**config.mk**
```make
export PLATFORM = sky130hd
export DESIGN_NAME = fsic_io_serdes_tx_arb
export DESIGN_NICKNAME = d
export VERILOG_FILES = /design/src/rtl/fsic_io_serdes_tx_arb.sv
export SDC_FILE = /design/constraint.sdc
export NUM_CORES = 1
export LEC_CHECK = 0
export BUFFER_PORTS_ARGS = -buffer_cell sky130_fd_sc_hd__buf_2
export CORE_AREA = 2 2 92 94
export DETAILED_ROUTE_END_ITERATION = 8
export DIE_AREA = 0 0 94 96
export PLACE_DENSITY_LB_ADDON = 0.3
export SYNTH_ARGS = -nofsm -noshare
export SYNTH_HDL_FRONTEND = slang
export SYNTH_SLANG_ARGS = --single-unit
```
**constraint.sdc**
```tcl
create_clock -name axis_clk -period 2.7 [get_ports axis_clk]
set_input_delay 0.675 -clock axis_clk [delete_from_list [all_inputs] [get_ports axis_clk]]
set_output_delay 0.675 -clock axis_clk [all_outputs]
set_load 0.02 [all_outputs]
```
**src/rtl/fsic_io_serdes_tx_arb.sv**
```systemverilog
// rtl/fsic_io_serdes_tx_arb.sv - round-robin arbiter feeding the IO serdes TX stream
// Optional packet lock: FSIC_TX_ARB_PKT_LOCK_EN (undefined = beat-level round-robin)
module fsic_io_serdes_tx_arb #(
    parameter int pN_REQ      = 3,
    parameter int pDATA_WIDTH = 32
) (
    input  logic                            axis_clk,
    input  logic                            axis_rst,
    input  logic                            arb_en,
    input  logic [pN_REQ*pDATA_WIDTH-1:0]   s_tdata,
    input  logic [pN_REQ*pDATA_WIDTH/8-1:0] s_tstrb,
    input  logic [pN_REQ*pDATA_WIDTH/8-1:0] s_tkeep,
    input  logic [2*pN_REQ-1:0]             s_tuser,
    input  logic [pN_REQ-1:0]               s_tlast,
    input  logic [pN_REQ-1:0]               s_tvalid,
    output logic [pN_REQ-1:0]               s_tready,
    output logic [pDATA_WIDTH-1:0]          as_is_tdata,
    output logic [pDATA_WIDTH/8-1:0]        as_is_tstrb,
    output logic [pDATA_WIDTH/8-1:0]        as_is_tkeep,
    output logic [1:0]                      as_is_tid,
    output logic [1:0]                      as_is_tuser,
    output logic                            as_is_tlast,
    output logic                            as_is_tvalid,
    input  logic                            is_as_tready,
    output logic                            grant_vld,
    output logic [1:0]                      grant_id
);
    localparam int SW = pDATA_WIDTH / 8;

    typedef enum logic {ST_IDLE, ST_LOCKED} state_t;

    state_t                 state_q, state_d;
    logic [1:0]             owner_q, owner_d;
    logic [1:0]             last_q, last_d;
    logic [pDATA_WIDTH-1:0] tdata_q, tdata_d;
    logic [SW-1:0]          tstrb_q, tstrb_d;
    logic [SW-1:0]          tkeep_q, tkeep_d;
    logic [1:0]             tid_q, tid_d;
    logic [1:0]             tuser_q, tuser_d;
    logic                   tlast_q, tlast_d;
    logic                   tvalid_q, tvalid_d;

    // Requester lanes padded to four so a 2-bit index is always in range
    logic [3:0]             vld_pad;
    logic [3:0]             last_pad;
    logic [pDATA_WIDTH-1:0] data_arr [4];
    logic [SW-1:0]          strb_arr [4];
    logic [SW-1:0]          keep_arr [4];
    logic [1:0]             user_arr [4];

    for (genvar k = 0; k < 4; k++) begin : g_pad
        if (k < pN_REQ) begin : g_real
            assign vld_pad[k]  = s_tvalid[k];
            assign last_pad[k] = s_tlast[k];
            assign data_arr[k] = s_tdata[k*pDATA_WIDTH +: pDATA_WIDTH];
            assign strb_arr[k] = s_tstrb[k*SW +: SW];
            assign keep_arr[k] = s_tkeep[k*SW +: SW];
            assign user_arr[k] = s_tuser[k*2 +: 2];
        end else begin : g_none
            assign vld_pad[k]  = 1'b0;
            assign last_pad[k] = 1'b0;
            assign data_arr[k] = '0;
            assign strb_arr[k] = '0;
            assign keep_arr[k] = '0;
            assign user_arr[k] = '0;
        end
    end

    logic load;
    logic accept;
    assign load   = !tvalid_q || is_as_tready;
    assign accept = (state_q == ST_LOCKED) && vld_pad[owner_q] && load;

    // Search downward so the requester closest after last_q overrides the rest
    logic [2:0] cand;
    logic       sel_vld;
    logic [1:0] sel_idx;
    always_comb begin
        cand    = '0;
        sel_vld = 1'b0;
        sel_idx = last_q;
        for (int i = pN_REQ; i >= 1; i--) begin
            cand = {1'b0, last_q} + 3'(i);
            if (cand >= 3'(pN_REQ)) begin
                cand = cand - 3'(pN_REQ);
            end
            if (vld_pad[cand[1:0]]) begin
                sel_vld = 1'b1;
                sel_idx = cand[1:0];
            end
        end
    end

    always_ff @(posedge axis_clk or posedge axis_rst) begin
        if (axis_rst) begin
            state_q  <= ST_IDLE;
            owner_q  <= '0;
            last_q   <= 2'(pN_REQ - 1);
            tdata_q  <= '0;
            tstrb_q  <= '0;
            tkeep_q  <= '0;
            tid_q    <= '0;
            tuser_q  <= '0;
            tlast_q  <= 1'b0;
            tvalid_q <= 1'b0;
        end else begin
            state_q  <= state_d;
            owner_q  <= owner_d;
            last_q   <= last_d;
            tdata_q  <= tdata_d;
            tstrb_q  <= tstrb_d;
            tkeep_q  <= tkeep_d;
            tid_q    <= tid_d;
            tuser_q  <= tuser_d;
            tlast_q  <= tlast_d;
            tvalid_q <= tvalid_d;
        end
    end

    always_comb begin
        state_d  = state_q;
        owner_d  = owner_q;
        last_d   = last_q;
        tdata_d  = tdata_q;
        tstrb_d  = tstrb_q;
        tkeep_d  = tkeep_q;
        tid_d    = tid_q;
        tuser_d  = tuser_q;
        tlast_d  = tlast_q;
        tvalid_d = tvalid_q;
        case (state_q)
            ST_IDLE: begin
                if (arb_en && sel_vld) begin
                    owner_d = sel_idx;
                    last_d  = sel_idx;
                    state_d = ST_LOCKED;
                end
            end
            ST_LOCKED: begin
`ifdef FSIC_TX_ARB_PKT_LOCK_EN
                if (accept && last_pad[owner_q]) begin
                    state_d = ST_IDLE;
                end
`else
                if (accept) begin
                    state_d = ST_IDLE;
                end
`endif
            end
            default: state_d = ST_IDLE;
        endcase
        if (load) begin
            tvalid_d = accept;
        end
        if (accept) begin
            tdata_d = data_arr[owner_q];
            tstrb_d = strb_arr[owner_q];
            tkeep_d = keep_arr[owner_q];
            tuser_d = user_arr[owner_q];
            tlast_d = last_pad[owner_q];
            tid_d   = owner_q;
        end
    end

    logic [3:0] rdy_pad;
    always_comb begin
        rdy_pad = '0;
        if (state_q == ST_LOCKED) begin
            rdy_pad[owner_q] = load;
        end
    end

    assign s_tready     = rdy_pad[pN_REQ-1:0];
    assign grant_vld    = (state_q == ST_LOCKED);
    assign grant_id     = owner_q;
    assign as_is_tdata  = tdata_q;
    assign as_is_tstrb  = tstrb_q;
    assign as_is_tkeep  = tkeep_q;
    assign as_is_tid    = tid_q;
    assign as_is_tuser  = tuser_q;
    assign as_is_tlast  = tlast_q;
    assign as_is_tvalid = tvalid_q;

endmodule

```
==> results.md <==
| Stage | Result | Reported |
|---|---|---|
| global route | Total gr overflow | 0 |
| sta | RSZ-0062 raised after global routing | no |
| critical path | Maximum single-stage delay on the critical path | 660 ps |
| cells and area | Antenna cell count | 0 |
| clock network | CTS-repair resized insts | 0 |
| synth | EDFF count, synth | 0 |
| global route | First-pass GRT wire length | 12,300 um |
| die | I/O pins | 188 |
| critical path | Crit-path cells | buf_4 > inv_1 > nor3_1 > buf_2 |
| outcome | Result of the run | complete, no violations |
| flow run | Number of violations of the max-capacitance limit | 0 |
| synth | Sequential share of the synthesized area | 39.8% |
| synth | Dominant cells by area after synthesis | sky130_fd_sc_hd__dfrtp_1 39%, sky130_fd_sc_hd__mux2_4 19%, sky130_fd_sc_hd__mux2i_1 16% |
| synth | Share of flip-flops with an asynchronous set or reset | 100% |
| power | Largest vdd supply drop | 0.000468 V |
| drt | Via count normalized by instance count | 4.85 |
| cells and area | Nets | 607 |
| critical path | Worst setup SP type | register |
| clock network | Clock latency reported for the late side of the worst-skew pair | 290 ps |
| synth | Number of library cell types mapped by synthesis | 26 |
| clock network | Number of H-tree levels | 2 |
| global route | Largest net degree at the start of global routing | 56 |
| drt | Uppermost layer routed | met4 |
| power | Power Dens Cells | 1120 nW/um^2 |
| die | Site row count | 33 |
| sta | Max Slew Vio Count | 0 |
| synth | Area share of the largest cell type after synthesis | 38.9% |
| cells and area | Area Growth Syn to Fin | 34.3% |
| synth | Total standard cell area after synthesis | 3150 um^2 |
| drt | Metal1 wirelength | 3300 um |
| cells and area | Final cell count without fillers | 573 |
| clock network | CTS tree | yes |
| critical path | Critical Path Sink Type | output pin |
| global route | Global router's overall resource usage | 17.0% |
| synth | Post-Syn Nets | 428 |
| sta | Number of hold violations in the final report | 0 |
| cells and area | # fillers | 753 |
| die | Core Box Area | 8050 um^2 |
| clock network | Largest buffer count on any clock path | 2 |
| drt | Via count of the routed design | 2,780 |
| synth | Warnings from Yosys | 0 |
| power | Leakage power total | 2.18 nW |
| synth | Number of register bits inferred by synthesis | 50 |
| drt | Detailed-routed wire length on met3 | 652 um |
| die | Starting density of the core | 39.1% |
| clock network | Clock tree root driver cell | sky130_fd_sc_hd__clkbuf_8 |
| drt | Met2 wire length | 3890 um |
| sta | Setup violations, final | 0 |
| synth | Largest area contributor in the synthesized netlist | sky130_fd_sc_hd__dfrtp_1 |
| critical path | Critical setup path kind | reg2out |
| clock network | CTS Buf Count | 5 |
| die | Die Span X | 94 um |
| synth | Commonest cells in the synthesized netlist | 49 x sky130_fd_sc_hd__dfrtp_1, 49 x sky130_fd_sc_hd__mux2i_1, 47 x sky130_fd_sc_hd__nand2_1, 45 x sky130_fd_sc_hd__o21ai_0, 40 x sky130_fd_sc_hd__mux2_4 |
| critical path | Maximum fanout encountered on the critical timing path | 15 |
| min path | Worst Hold Class | in2async |
| sta | Share of the clock period used by the worst path | 87.9% |
| sta | Measured slew at the worst slew-check pin | 542 ps |
| global route | Vias in the first global route | 2,740 |
| critical path | Buf/Inv on CP | 3 |
| critical path | Data required time of the critical path | 2030 ps |
| sta | Highest clock rate | 421 MHz |
| placement | Placed Cells incl. Taps | 566 |
| drt | DRC Markers | 0 |
| clock network | CTS Hold Buffers Added | 0 |
| critical path | Worst Path Arrival | 1700 ps |
| sta | Final setup TNS | 0 ps |
| critical path | Top delay family on crit path | flip-flops |
| global route | Initial antenna violation count | 0 |
| drt | Mean routed wirelength per cell | 13.8 um |
| sta | Clock skew after layout | 3.69 ps |
| placement | Last weighted congestion value of the routability-driven placer | 0.789 |
| drt | TritonRoute pass-1 iters | 4 |
| drt | Routed wire length | 7890 um |
| drt | Initial DRC Count | 36 |
| placement | Number of port buffers | 187 |
| critical path | Library cell contributing the largest single delay on the critical path | sky130_fd_sc_hd__dfrtp_1 |
| synth | Synthesized instance count | 289 |
| synth | Primary flip-flop cell chosen by synthesis mapping | sky130_fd_sc_hd__dfrtp_1 |
| drt | Remaining number of nets flagged by the antenna check after routing | 0 |
| clock network | Total number of clock tree sinks | 50 |
| clock network | Setup fix buffers added after clock tree synthesis | 0 |
| placement | Post-DP HPWL | 5910 um |
| sta | Rel. slew slack | 63.8% |
| die | Die boundary height | 96 um |
| cells and area | Proportion of layout cells with a drive suffix above 1 | 54.1% |
| sta | Post-route minimum period | 2370 ps |
| clock network | Clock Pin Slew Worst Setup and Hold Paths | 80 ps |
| synth | Mean cell area of the mapped netlist | 10.9 um^2 |
| die | Overall die area | 9020 um^2 |
## final cells by class
class / instances / area [um^2] / area share [%]
multi-input cells: 210 / 1740 / 41.0
flip-flops and latches: 50 / 1250 / 29.6
repair buffers: 195 / 1010 / 23.8
well taps: 105 / 131 / 3.10
clock buffers: 5 / 68.8 / 1.63
inverters: 6 / 22.5 / 0.532
clock inverters: 2 / 10.0 / 0.237
## metrics by stage
stage	total power, mW	hold WS [ps]	area (um^2)	setup WS (ps)	util (%)
after floorplan	3.63	495	3150	109	-
after global placement	4.31	486	4150	475	51.6
after detailed placement	4.38	487	4150	383	51.6
after CTS	4.80	435	4230	277	52.6
after global routing	5.09	463	4230	195	52.6
final	4.74	421	4230	327	52.6
## per-layer routing
metal	track usage, %	vias up
met2	32.0	131
met4	3.74	0
met1	19.7	1282
li1	-	1363
met5	0	-
met3	3.68	4
## power by group
group          switching (mW)  leakage (nW)  internal, mW
logic                    1.53          1.52          1.44
registers               0.237         0.609          1.13
clock network           0.226        0.0438         0.174
total                    1.99          2.18          2.75
## flip-flops by register name, indices dropped and copies added, names as in the netlist
| signal | flops |
|---|---|
| as_is_tdata | 32 |
| as_is_tid | 2 |
| as_is_tkeep | 4 |
| as_is_tlast | 1 |
| as_is_tstrb | 4 |
| as_is_tuser | 2 |
| as_is_tvalid | 1 |
| grant_id | 2 |
| grant_vld | 1 |
| last_q | 1 |
## placed cells by master, fill, tap and decap left out
| master | count |
|---|---|
| sky130_fd_sc_hd__mux2_4 | 40 |
| sky130_fd_sc_hd__inv_2 | 1 |
| sky130_fd_sc_hd__mux2i_1 | 49 |
| sky130_fd_sc_hd__and3_1 | 1 |
| sky130_fd_sc_hd__clkinv_2 | 2 |
| sky130_fd_sc_hd__nor2_1 | 2 |
| sky130_fd_sc_hd__a21boi_0 | 1 |
| sky130_fd_sc_hd__nand2_1 | 47 |
| sky130_fd_sc_hd__nor3_1 | 3 |
| sky130_fd_sc_hd__a21oi_1 | 1 |
| sky130_fd_sc_hd__clkbuf_8 | 5 |
| sky130_fd_sc_hd__inv_1 | 5 |
| sky130_fd_sc_hd__mux2_2 | 6 |
| sky130_fd_sc_hd__ha_1 | 3 |
| sky130_fd_sc_hd__dfstp_2 | 1 |
| sky130_fd_sc_hd__o22ai_1 | 1 |
| sky130_fd_sc_hd__nor2b_4 | 1 |
| sky130_fd_sc_hd__buf_4 | 7 |
| sky130_fd_sc_hd__o21bai_1 | 1 |
| sky130_fd_sc_hd__buf_2 | 187 |
| sky130_fd_sc_hd__buf_12 | 1 |
| sky130_fd_sc_hd__nand2b_1 | 3 |
| sky130_fd_sc_hd__o211ai_1 | 1 |
| sky130_fd_sc_hd__o311a_1 | 2 |
| sky130_fd_sc_hd__dfrtp_1 | 48 |
| sky130_fd_sc_hd__and3_2 | 1 |
| sky130_fd_sc_hd__o2bb2ai_1 | 1 |
| sky130_fd_sc_hd__o21a_1 | 1 |
| sky130_fd_sc_hd__dfrtp_2 | 1 |
| sky130_fd_sc_hd__o21ai_0 | 45 |
## worst paths after layout
kind | slack [ps] | endpoint | cells past startpoint | from
worst max register to register | 380 | grant_id[0]$_DFFE_PP0P_ | 6 | last_q[1]$_DFFE_PP1P_
worst max-delay path | 330 | s_tready[2] | 4 | grant_id[1]$_DFFE_PP0P_
max in group asynchronous | 1580 | as_is_tdata[28]$_DFFE_PP0N_ | 3 | axis_rst
min in group axis_clk | 510 | as_is_tdata[31]$_DFFE_PP0N_ | 1 | as_is_tdata[31]$_DFFE_PP0N_
worst min-delay path | 420 | as_is_tdata[13]$_DFFE_PP0N_ | 2 | axis_rst
worst min register to register | 510 | as_is_tdata[31]$_DFFE_PP0N_ | 1 | as_is_tdata[31]$_DFFE_PP0N_
## logic make-up after synthesis
kind of cell	Yosys count	share of synthesized area [%]
muxes	95	36.8
AOI/OAI and AO/OA	54	9.37
buffers and inverters	29	5.40
adders and majority gates	3	1.19
DFF	50	39.8
and+or+nand+nor	58	7.51
(Power assumes the default switching activity.)
